## config.mk

```make
export PLATFORM = sky130hd
export DESIGN_NAME = jtag_scan_ctrl
export DESIGN_NICKNAME = d
export VERILOG_FILES = /design/src/rtl/jtag_scan_ctrl.sv
export SDC_FILE = /design/constraint.sdc
export NUM_CORES = 1
export LEC_CHECK = 0
export BUFFER_PORTS_ARGS = -buffer_cell sky130_fd_sc_hd__buf_2
export CELL_PAD_IN_SITES_DETAIL_PLACEMENT = 1
export CELL_PAD_IN_SITES_GLOBAL_PLACEMENT = 1
export CORE_ASPECT_RATIO = 0.6
export CORE_MARGIN = 2
export CORE_UTILIZATION = 43
export DETAILED_ROUTE_END_ITERATION = 7
export PLACE_DENSITY = 0.83
export SYNTH_ARGS = -nofsm -noshare
export SYNTH_HDL_FRONTEND = slang
export SYNTH_SLANG_ARGS = --single-unit
```

## constraint.sdc

```tcl
create_clock -name clock -period 2.8 [get_ports clock]
set_input_delay 0.14 -clock clock [delete_from_list [all_inputs] [get_ports clock]]
set_output_delay 0.14 -clock clock [all_outputs]
set_load 0.05 [all_outputs]
```

## src/rtl/jtag_scan_ctrl.sv

```systemverilog
// jtag_scan_ctrl: self-sequencing JTAG engine that runs TAP-reset, IR-scan and DR-scan commands.
// Optional macro JTAG_SCAN_CTRL_TRST_EN drives jtag_TRSTn low during reset and in the first TAP-reset slot.
module jtag_scan_ctrl #(
  parameter int TICK_DELAY = 50,
  parameter int MAX_LEN    = 64,
  parameter int LEN_W      = 7
) (
  input  logic               clock,
  input  logic               reset_n,
  input  logic               enable,
  input  logic               cmd_valid,
  output logic               cmd_ready,
  input  logic [1:0]         cmd_op,
  input  logic [LEN_W-1:0]   cmd_len,
  input  logic [MAX_LEN-1:0] cmd_data,
  output logic               rsp_valid,
  input  logic               rsp_ready,
  output logic [MAX_LEN-1:0] rsp_data,
  output logic               rsp_err,
  output logic               busy,
  output logic               jtag_TCK,
  output logic               jtag_TMS,
  output logic               jtag_TDI,
  output logic               jtag_TRSTn,
  input  logic               jtag_TDO_data,
  input  logic               jtag_TDO_driven
);

`ifdef JTAG_SCAN_CTRL_TRST_EN
  localparam bit TRST_EN = 1'b1;
`else
  localparam bit TRST_EN = 1'b0;
`endif

  localparam int CNT_W = (TICK_DELAY > 0) ? $clog2(TICK_DELAY + 1) : 1;
  localparam logic [CNT_W-1:0] CNT_MAX = CNT_W'(TICK_DELAY);
  localparam logic [LEN_W-1:0] LEN_MAX = LEN_W'(MAX_LEN);
  localparam logic [LEN_W-1:0] ONE     = LEN_W'(1);
  localparam logic [LEN_W-1:0] RST_LAST = LEN_W'(5);
  localparam logic [1:0] OP_IR  = 2'd1;
  localparam logic [1:0] OP_RST = 2'd2;
  localparam logic [1:0] OP_RSV = 2'd3;

  typedef enum logic [2:0] {
    AUTO_RST,
    IDLE,
    PRE,
    SHIFT,
    POST,
    RESP
  } state_t;

  state_t             state, state_nx;
  logic               boot, boot_nx;
  logic [CNT_W-1:0]   cnt, cnt_nx;
  logic [LEN_W-1:0]   slot, slot_nx;
  logic [LEN_W-1:0]   len, len_nx;
  logic               ir, ir_nx;
  logic               op_rst, op_rst_nx;
  logic [MAX_LEN-1:0] shreg, shreg_nx;
  logic [MAX_LEN-1:0] mask, mask_nx;
  logic [MAX_LEN-1:0] cap, cap_nx;
  logic               trst, trst_nx;
  logic               tck_nx, tms_nx, tdi_nx;
  logic               cmd_ready_nx, rsp_valid_nx, rsp_err_nx, busy_nx;
  logic [MAX_LEN-1:0] rsp_data_nx;
  logic               tdo_bit;
  logic               tick;
  logic               seq_state;

  assign tdo_bit    = jtag_TDO_data & jtag_TDO_driven;
  assign tick       = enable && (cnt == CNT_MAX);
  assign seq_state  = (state == AUTO_RST) || (state == PRE) || (state == SHIFT) || (state == POST);
  assign jtag_TRSTn = trst;

  always_ff @(posedge clock) begin
    if (!reset_n) begin
      state     <= AUTO_RST;
      boot      <= 1'b1;
      cnt       <= '0;
      slot      <= '0;
      len       <= '0;
      ir        <= 1'b0;
      op_rst    <= 1'b0;
      shreg     <= '0;
      mask      <= '0;
      cap       <= '0;
      trst      <= !TRST_EN;
      jtag_TCK  <= 1'b0;
      jtag_TMS  <= 1'b1;
      jtag_TDI  <= 1'b0;
      cmd_ready <= 1'b0;
      rsp_valid <= 1'b0;
      rsp_err   <= 1'b0;
      rsp_data  <= '0;
      busy      <= 1'b0;
    end else begin
      state     <= state_nx;
      boot      <= boot_nx;
      cnt       <= cnt_nx;
      slot      <= slot_nx;
      len       <= len_nx;
      ir        <= ir_nx;
      op_rst    <= op_rst_nx;
      shreg     <= shreg_nx;
      mask      <= mask_nx;
      cap       <= cap_nx;
      trst      <= trst_nx;
      jtag_TCK  <= tck_nx;
      jtag_TMS  <= tms_nx;
      jtag_TDI  <= tdi_nx;
      cmd_ready <= cmd_ready_nx;
      rsp_valid <= rsp_valid_nx;
      rsp_err   <= rsp_err_nx;
      rsp_data  <= rsp_data_nx;
      busy      <= busy_nx;
    end
  end

  // Slot boundaries fall on the TCK high->low tick; the next slot's TMS/TDI are loaded on that same edge.
  always_comb begin
    state_nx    = state;
    boot_nx     = boot;
    cnt_nx      = cnt;
    slot_nx     = slot;
    len_nx      = len;
    ir_nx       = ir;
    op_rst_nx   = op_rst;
    shreg_nx    = shreg;
    mask_nx     = mask;
    cap_nx      = cap;
    trst_nx     = trst;
    tck_nx      = jtag_TCK;
    tms_nx      = jtag_TMS;
    tdi_nx      = jtag_TDI;
    rsp_valid_nx = rsp_valid;
    rsp_err_nx  = rsp_err;
    rsp_data_nx = rsp_data;
    busy_nx     = busy;

    if (boot) begin
      boot_nx   = 1'b0;
      state_nx  = AUTO_RST;
      busy_nx   = 1'b1;
      cnt_nx    = '0;
      slot_nx   = '0;
      op_rst_nx = 1'b0;
      tck_nx    = 1'b0;
      tms_nx    = 1'b1;
      tdi_nx    = 1'b0;
      trst_nx   = !TRST_EN;
    end else if (state == IDLE) begin
      if (cmd_valid && cmd_ready) begin
        busy_nx  = 1'b1;
        len_nx   = cmd_len;
        ir_nx    = (cmd_op == OP_IR);
        shreg_nx = cmd_data;
        mask_nx  = MAX_LEN'(1);
        cap_nx   = '0;
        cnt_nx   = '0;
        slot_nx  = '0;
        tck_nx   = 1'b0;
        if (cmd_op == OP_RSV || cmd_len == '0 || cmd_len > LEN_MAX) begin
          state_nx     = RESP;
          rsp_valid_nx = 1'b1;
          rsp_err_nx   = 1'b1;
          rsp_data_nx  = '0;
        end else if (cmd_op == OP_RST) begin
          state_nx  = AUTO_RST;
          op_rst_nx = 1'b1;
          tms_nx    = 1'b1;
          trst_nx   = !TRST_EN;
        end else begin
          state_nx = PRE;
          tms_nx   = 1'b1;
        end
      end
    end else if (state == RESP) begin
      if (rsp_ready) begin
        state_nx     = IDLE;
        rsp_valid_nx = 1'b0;
        rsp_err_nx   = 1'b0;
        rsp_data_nx  = '0;
        busy_nx      = 1'b0;
      end
    end else if (seq_state && enable) begin
      if (!tick) begin
        cnt_nx = cnt + CNT_W'(1);
      end else begin
        cnt_nx = '0;
        tck_nx = !jtag_TCK;
        if (!jtag_TCK) begin
          if (state == SHIFT) cap_nx = cap | (mask & {MAX_LEN{tdo_bit}});
        end else begin
          case (state)
            AUTO_RST: begin
              trst_nx = 1'b1;
              if (slot == RST_LAST) begin
                if (op_rst) begin
                  state_nx     = RESP;
                  op_rst_nx    = 1'b0;
                  rsp_valid_nx = 1'b1;
                  rsp_err_nx   = 1'b0;
                  rsp_data_nx  = '0;
                end else begin
                  state_nx = IDLE;
                  busy_nx  = 1'b0;
                end
                tms_nx = 1'b0;
              end else begin
                slot_nx = slot + ONE;
                tms_nx  = (slot + ONE) != RST_LAST;
              end
            end
            PRE: begin
              if (slot == (ir ? LEN_W'(3) : LEN_W'(2))) begin
                state_nx = SHIFT;
                slot_nx  = '0;
                tms_nx   = (len == ONE);
                tdi_nx   = shreg[0];
                shreg_nx = shreg >> 1;
              end else begin
                slot_nx = slot + ONE;
                tms_nx  = ir && (slot == '0);
              end
            end
            SHIFT: begin
              mask_nx = mask << 1;
              if (slot == len - ONE) begin
                state_nx = POST;
                slot_nx  = '0;
                tms_nx   = 1'b1;
                tdi_nx   = 1'b0;
              end else begin
                slot_nx  = slot + ONE;
                tms_nx   = (slot + ONE) == (len - ONE);
                tdi_nx   = shreg[0];
                shreg_nx = shreg >> 1;
              end
            end
            POST: begin
              tms_nx = 1'b0;
              if (slot == ONE) begin
                state_nx     = RESP;
                rsp_valid_nx = 1'b1;
                rsp_err_nx   = 1'b0;
                rsp_data_nx  = cap;
              end else begin
                slot_nx = ONE;
              end
            end
            default: state_nx = IDLE;
          endcase
        end
      end
    end

    cmd_ready_nx = (state_nx == IDLE) && !rsp_valid_nx;
  end

endmodule
```

# After elaboration in Yosys (flattened, before gate mapping)
# Cells that the tools add are included.
# op_classes
n_eq_ne	35
mux	139
n_bitwise	7
add_sub_neg	3
magnitude_cmp	1
n_reduce_logical	47
# op_table
op	count
2-to-1 mux 64 bit	33
one-hot mux 64 bit (2 select lines)	2
2-to-1 mux 7 bit	10
2-to-1 mux 1 bit	68
bitwise AND 64 bit	1
OR 64 bit	1
2-to-1 mux 3 bit	14
2-to-1 mux 6 bit	5
one-hot mux 7 bit (4 select lines)	1
AND reduction 7 bit	4
AND reduction 8 bit	3
nonzero test 4 bit	6
AND reduction 9 bit	2
== test 7 x 1 -> 1 bit (second input constant)	2
== test 7 bit	2
zero test 7 bit	2
nonzero test 2 bit	7
!= test 3 bit (second input constant)	4
one-hot mux 3 bit (4 select lines)	1
nonzero test 3 bit	4
AND reduction 11 bit	1
!= test 2 x 1 -> 1 bit (second input constant)	5
!= test 4 x 1 -> 1 bit (second input constant)	2
!= test 4 x 2 -> 1 bit (second input constant)	2
30 further kinds	50
# totals
input_bits	80
elab_cells	251
output_inout_bits	72
reg_bits	290

# Longest topological paths before layout
# Gate-level depths: netlist of run 1.
# logic_depth
word_depth	12
ltp_mapped	10
mapped_depth_nobuf	8

# Least setup slack after synthesis of run 1
# OpenSTA, ideal clock, no wires.
# synth_path
kind	register -> register
start	register jtag_TCK
end	register rsp_data[10]
n_path_buf	2
t_arrival_ps	2472
setup_ps	70
path_slack_ps	258
required_time_ps	2730
stages_incl_launch_ff	9
period_less_slack_ps	2542
path_cell_list	dfxtp_1 inv_2 or3_1 nor4_1 o211a_1 buf_2 buf_1 nand3_1 a21oi_1
# synth_via
elab_chain_cells	2
# synth_rtl
item	line	text
from (decl)	21	output logic jtag_TCK,
from (signal assigned)	109	jtag_TCK <= tck_nx;
nonzero test 3 bit (no line)	--	
AND reduction 11 bit (no line)	--	
to (signal assigned)	115	rsp_data <= rsp_data_nx;
to (decl)	18	output logic [MAX_LEN-1:0] rsp_data,
# Every way passes these cells.
# A chain may end at the register's enable or synchronous reset.

# Worst setup path after layout of run 1
# layout_path
start	register slot[6]
end	register shreg[31]
# layout_via
elab_chain_cells	3
elab_cells_between_ends	5
classes_between	eq/ne: 4; reduce/logical: 1
# layout_rtl
item	line	text
from (decl)	56	logic [LEN_W-1:0] slot, slot_nx;
from (signal assigned)	101	slot <= slot_nx;
== test 7 bit / == test 7 x 2 -> 1 bit (equally long branches)	229, 216	
!= test 3 bit (no line) / != test 3 x 1 -> 1 bit (equally long branches)	--	
AND reduction 9 bit (no line) (*)	--	
to (signal assigned)	105	shreg <= shreg_nx;
to (decl)	60	logic [MAX_LEN-1:0] shreg, shreg_nx;
# Every way passes the cells marked *; elsewhere a longest branch is shown, timed or not.

==> metrics.cfg, run 1 <==
[run_status]
outcome=completed

[global_routing]
grt.overflow.total=0
track_usage=0.270
antenna_found_initial=3
grt_pass1_wl_um=63700
grt_max_degree=130
grt_pass1_vias=11607

[synth]
avgSynthCellArea_sq_um=7.90
synth_cells=1519
yosys.area.top_type=dfxtp_1
async_flop_share=0
synthDistinctLibCells=63
synth_edf_count=0
synthTopCellsByArea=dfxtp_1, nand2_1, a21oi_1
yosys.area.top_type_share=0.482
yosys-top-cells-count=nand2_1, dfxtp_1, a21oi_1
ys.flop_type=dfxtp_1
netlist_area_sq_um=12000
ys_ff_latch=289
ys_seq_area_frac=0.482
syn_nets=1607
synth_most_common_cell=nand2_1
synth_warnings=0

[clock_network]
path_clk_slew_ps=70
cts.sinks=289
h-tree-depth=1
cts_buffers=28
insertion_delay_ps=550
clockBufferDepth=3
cts_root_buf=clkbuf_16
cts_tree=done

[floorplan]
initial_utilization=0.436
core_sq_um=27500
rows=47
die_area_sq_um=29300
die_height_um=133
num_io_pins=152
die_w_um=220

[sta]
setup_ws_ps=63.0
hold_ws_ps=63.8
rsz0062_at_grt=no
hold_viol_final=0
clock_skew_ps=13.1
layout_min_cycle_time_ps=2740
period_share=0.977
worst_slew_pin_slew_ps=784
setup_viol=0
fmax_mhz=365
slew_violations=0
max-slew-margin-rel=0.477

[critical_path]
cp.required_ps=3220
rrSetupSlack_ps=60
critPathMaxStageDelay_ps=610
cpMostUsedCell=buf_12
cp.depth=8
slowest_stage=or4_4
crit_family=compound AO/OA/AOI/OAI gates
r2r_start=slot[6]$_SDFFE_PP0P_
critPathCaptureType=flop
critPathMaxFanout=16
start_kind=flop
rr_endpoint=shreg[31]$_SDFFE_PN0P_
crit_arrival_ps=3160
reg2reg_depth=8
path_cells=or4_4 -> o41ai_4 -> o221ai_2 -> a311oi_4 -> buf_12 -> buf_12 -> mux2i_2 -> nor2_1
path_buf_inv=2
worstSetupPathType=flop to flop

[route]
ant_nets=0
remaining_drc_errors=0
wire_per_inst_um=19.1
drt_iter0_drc=959
vias_per_cell=5.46
drtPass1Iterations=5
via_count=11507
totalWireLength_um=40400

[job]
maxCapViolCount=0

[cells_and_area]
drive_above_1_share=0.159
final_cell_count_no_fill=2108
fin_nets=1808
areaGrowthSynthToFinish_pct=25.6
stdcell_area_sq_um=15100

[worst_hold_path]
whs_endpoint=busy$_SDFFE_PN0P_
hold_start=cmd_valid
whs_path_depth=4
holdCritPathClass=input port to flop

[place]
place_inst=1979
io_buffers=150
place_area_sq_um=13300
post-place-ws_ps=-28.6
hpwl_um=24100
place_congestion=0.908

[power_and_ir_drop]
powerDensity_nw_per_um2=544
peakVddDrop_mv=0.506
p_leak_uw=0.00586
power_uw=8200

-- how the worst max path moves through the flow --
stage	startpoint	endpoint	slack (ps)
final	slot[6]$_SDFFE_PP0P_	shreg[31]$_SDFFE_PN0P_	60
after global routing	slot[6]$_SDFFE_PP0P_	shreg[31]$_SDFFE_PN0P_	4
after CTS	slot[6]$_SDFFE_PP0P_	shreg[47]$_SDFFE_PN0P_	60
after detailed placement	len[1]$_SDFFE_PN0P_	shreg[35]$_SDFFE_PN0P_	-30
after global placement	slot[6]$_SDFFE_PP0P_	shreg[47]$_SDFFE_PN0P_	150
after floorplan	jtag_TCK$_SDFFE_PP0P_	rsp_data[10]$_SDFFE_PN0P_	260
-- timing repair --
item | in CTS | in global routing
hold endpoints to repair | 76 | 0
gates resized for setup | 1 | 5
hold buffers | 74 | 0
setup endpoints to repair | 6 | 48
pin swaps | 0 | 1
buffers inserted | 0 | 3
cloned | 0 | 1
-- registers in the layout, summed over array words and instances, names as in the netlist, 3 cells and up --
signal and count:
slot 7, state 3, cnt 6, rsp_data 64, shreg 64, mask 64
cap 64, len 7
-- cell families after synthesis --
kind of cell,share of synthesized area
simple gates,0.263
flops,0.482
compound gates,0.119
buf+inv,0.0502
mux,0.0551
xor+xnor,0.0213
fa+ha+maj,0.00834
other cells,0.000312
-- per-stage QoR --
stage	setup TNS [ps]	util
6_report	0	0.548
5_1_grt	0	0.548
4_1_cts	0	0.545
3_5_place_dp	-140	0.484
3_3_place_gp	0	0.484
2_1_floorplan	0	-
-- layout by cell type, fill, tap and decap left out, drive strengths merged, types with 2 or more instances in the layout --
cell,count
nor3b,5
mux2i,65
o21ai,7
or3,4
dlygate4sd3,74
a21oi,225
nor2,154
diode,3
or2,4
nand2b,4
and3,5
a211oi,5
dfxtp,289
nor4,7
and2,6
or4,4
xnor2,10
o211ai,3
xnor3,2
nand2,367
nand3b,4
inv,14
nor4b,3
nor2b,4
buf,211
a21o,3
xor2,14
ha,8
clkbuf,46
nor3,13
o31a,2
nand3,142
nand4,5
a31oi,4
-- metal layers --
metal / GRT usage / part of all wire / up-vias
met4: 0.0656 / 0.023 / 0
met2: 0.438 / 0.46 / 301
met5: 0 / 0 / -
met1: 0.375 / 0.47 / 5650
met3: 0.0457 / 0.048 / 73
li1: - / - / 5483
-- report_power, final --
group | internal [uW] | leakage, uW | switching [uW]
Sequential | 4110 | 0.00233 | 4.59
Combinational | 128 | 0.00309 | 141
Clock | 2190 | 0.000443 | 1630
-- tightest hold or removal path, cell delays in order --
cell and delay (ps):
buf_2 140, a21oi_1 80, nor2_1 100, o31a_1 120
-- cell type report --
cell class	instances	area (sq um)
well taps	367	459
clock buffers	45	866
clock inverters	3	42.5
diodes	3	7.51
flip-flops and latches	289	5790
multi-input cells	1101	5690
inverters	14	57.6
fillers	3355	12400
repair buffers	286	2160
No activity file was read; power rests on OpenSTA's default activity.
==> inputs of run 2 (changes only) <==
RECOVER_POWER = 25   (was unset)
SLEW_MARGIN = 0   (was unset)
==> run 2 against run 1 <==
Net effect: die area unchanged; first-iteration DRC count down 4.0%; clock skew is 0.59 ps higher; count of clock-buffer cells in the layout unchanged; hold slack lost 3.2 ps; combinational power about the same; critical path type unchanged; largest power group unchanged.
==> metrics.cfg, run 2 (same netlist as run 1, synthesis figures left out) <==
[run_status]
outcome=completed

[clock_network]
cts_tree=done
cts.sinks=289
path_clk_slew_ps=70
insertion_delay_ps=550
clockBufferDepth=3
h-tree-depth=1
cts_root_buf=clkbuf_16
cts_buffers=28

[global_routing]
antenna_found_initial=3
grt_pass1_wl_um=63700
grt_pass1_vias=11607
track_usage=0.270
grt_max_degree=130
grt.overflow.total=0

[place]
hpwl_um=24100
io_buffers=150
post-place-ws_ps=-28.6
place_inst=1979
place_congestion=0.908
place_area_sq_um=13300

[sta]
hold_viol_final=0
slew_violations=0
rsz0062_at_grt=no
clock_skew_ps=13.7
hold_ws_ps=60.6
fmax_mhz=366
layout_min_cycle_time_ps=2730
period_share=0.975
worst_slew_pin_slew_ps=789
max-slew-margin-rel=0.474
setup_viol=0
setup_ws_ps=71.1

[critical_path]
start_kind=flop
worstSetupPathType=flop to flop
crit_arrival_ps=3150
critPathMaxFanout=16
cp.required_ps=3220
critPathCaptureType=flop

[cells_and_area]
final_common_cell=nand2_1
drive_above_1_share=0.116
stdcell_area_sq_um=15000
final_cell_count_no_fill=2108
final_cell_mix=nand2_1, dfxtp_1, a21oi_1
final_core_util=0.544
fin_nets=1808
areaGrowthSynthToFinish_pct=24.7

[route]
remaining_drc_errors=0
wire_per_inst_um=19.2
drt_iter0_drc=921
totalWireLength_um=40400
drtPass1Iterations=5
via_count=11494
ant_nets=0
vias_per_cell=5.45

[floorplan]
rows=47
core_sq_um=27500
initial_utilization=0.436
die_w_um=220
num_io_pins=152
die_height_um=133
die_area_sq_um=29300

[power_and_ir_drop]
peakVddDrop_mv=0.505
p_leak_uw=0.00554
powerDensity_nw_per_um2=548

[worst_hold_path]
holdCritPathClass=input port to flop

[job]
maxCapViolCount=0

-- run 2: cell count changes in the layout (fill, tap and decap cells not counted) --
cell / before / now
clkbuf_1: 8 / 83
buf_2: 150 / 78
buf_4: 46 / 43
buf_12: 15 / 14
buf_6: 0 / 1
-- run 2: final timing paths --
| check | startpoint | to | slack, ps | cells after the start |
|---|---|---|---|---|
| worst max-delay path | slot[6]$_SDFFE_PP0P_ | shreg[31]$_SDFFE_PN0P_ | 70 | 8 |
| worst max register to register | slot[6]$_SDFFE_PP0P_ | shreg[31]$_SDFFE_PN0P_ | 70 | 8 |
| worst min-delay path | cmd_valid | busy$_SDFFE_PN0P_ | 60 | 4 |
| worst min register to register | rsp_data[29]$_SDFFE_PN0P_ | rsp_data[29]$_SDFFE_PN0P_ | 450 | 2 |
-- run 2: cell type report --
cell class,count,area (sq um)
Inverter,14,57.6
Clock inverter,3,42.5
Clock buffer,45,866
Sequential cell,289,5790
Tap cell,367,459
Fill cell,3383,12600
Timing Repair Buffer,286,2050
Multi-Input combinational cell,1101,5690
Antenna cell,3,7.51
-- run 2: what timing repair did --
item                                    in CTS  in global routing
endpoints found under the hold margin       76                  0
gates cloned                                 0                  1
pin swaps                                    0                  1
setup buffers                                0                  3
endpoints found under the setup margin       6                 48
resized for setup                            1                  5
hold buffers                                74                  0
-- run 2: stage by stage --
stage / TNS [ps] / total power, uW
3_3_place_gp: 0 / 4380
2_1_floorplan: 0 / 4280
6_report: 0 / 8200
5_1_grt: 0 / 8450
3_5_place_dp: -140 / 4390
4_1_cts: 0 / 8250
-- run 2: power by group --
part           internal, uW  switching, uW
Sequential             4110           4.63
Combinational           127            142
Clock                  2190           1630
-- run 2: critical path: stages, from the launching register on --
cell and delay [ps]:
dfxtp_1 380, or4_4 610, o41ai_4 370, o221ai_2 170
a311oi_4 300, buf_12 210, buf_12 180, mux2i_2 280
nor2_1 80
-- run 2: per-layer routing --
layer / global-route usage / share of wire / up-vias
met1: 0.375 / 0.47 / 5637
met3: 0.0457 / 0.048 / 73
met4: 0.0656 / 0.023 / 0
li1: - / - / 5484
met2: 0.438 / 0.46 / 300
met5: 0 / 0 / -
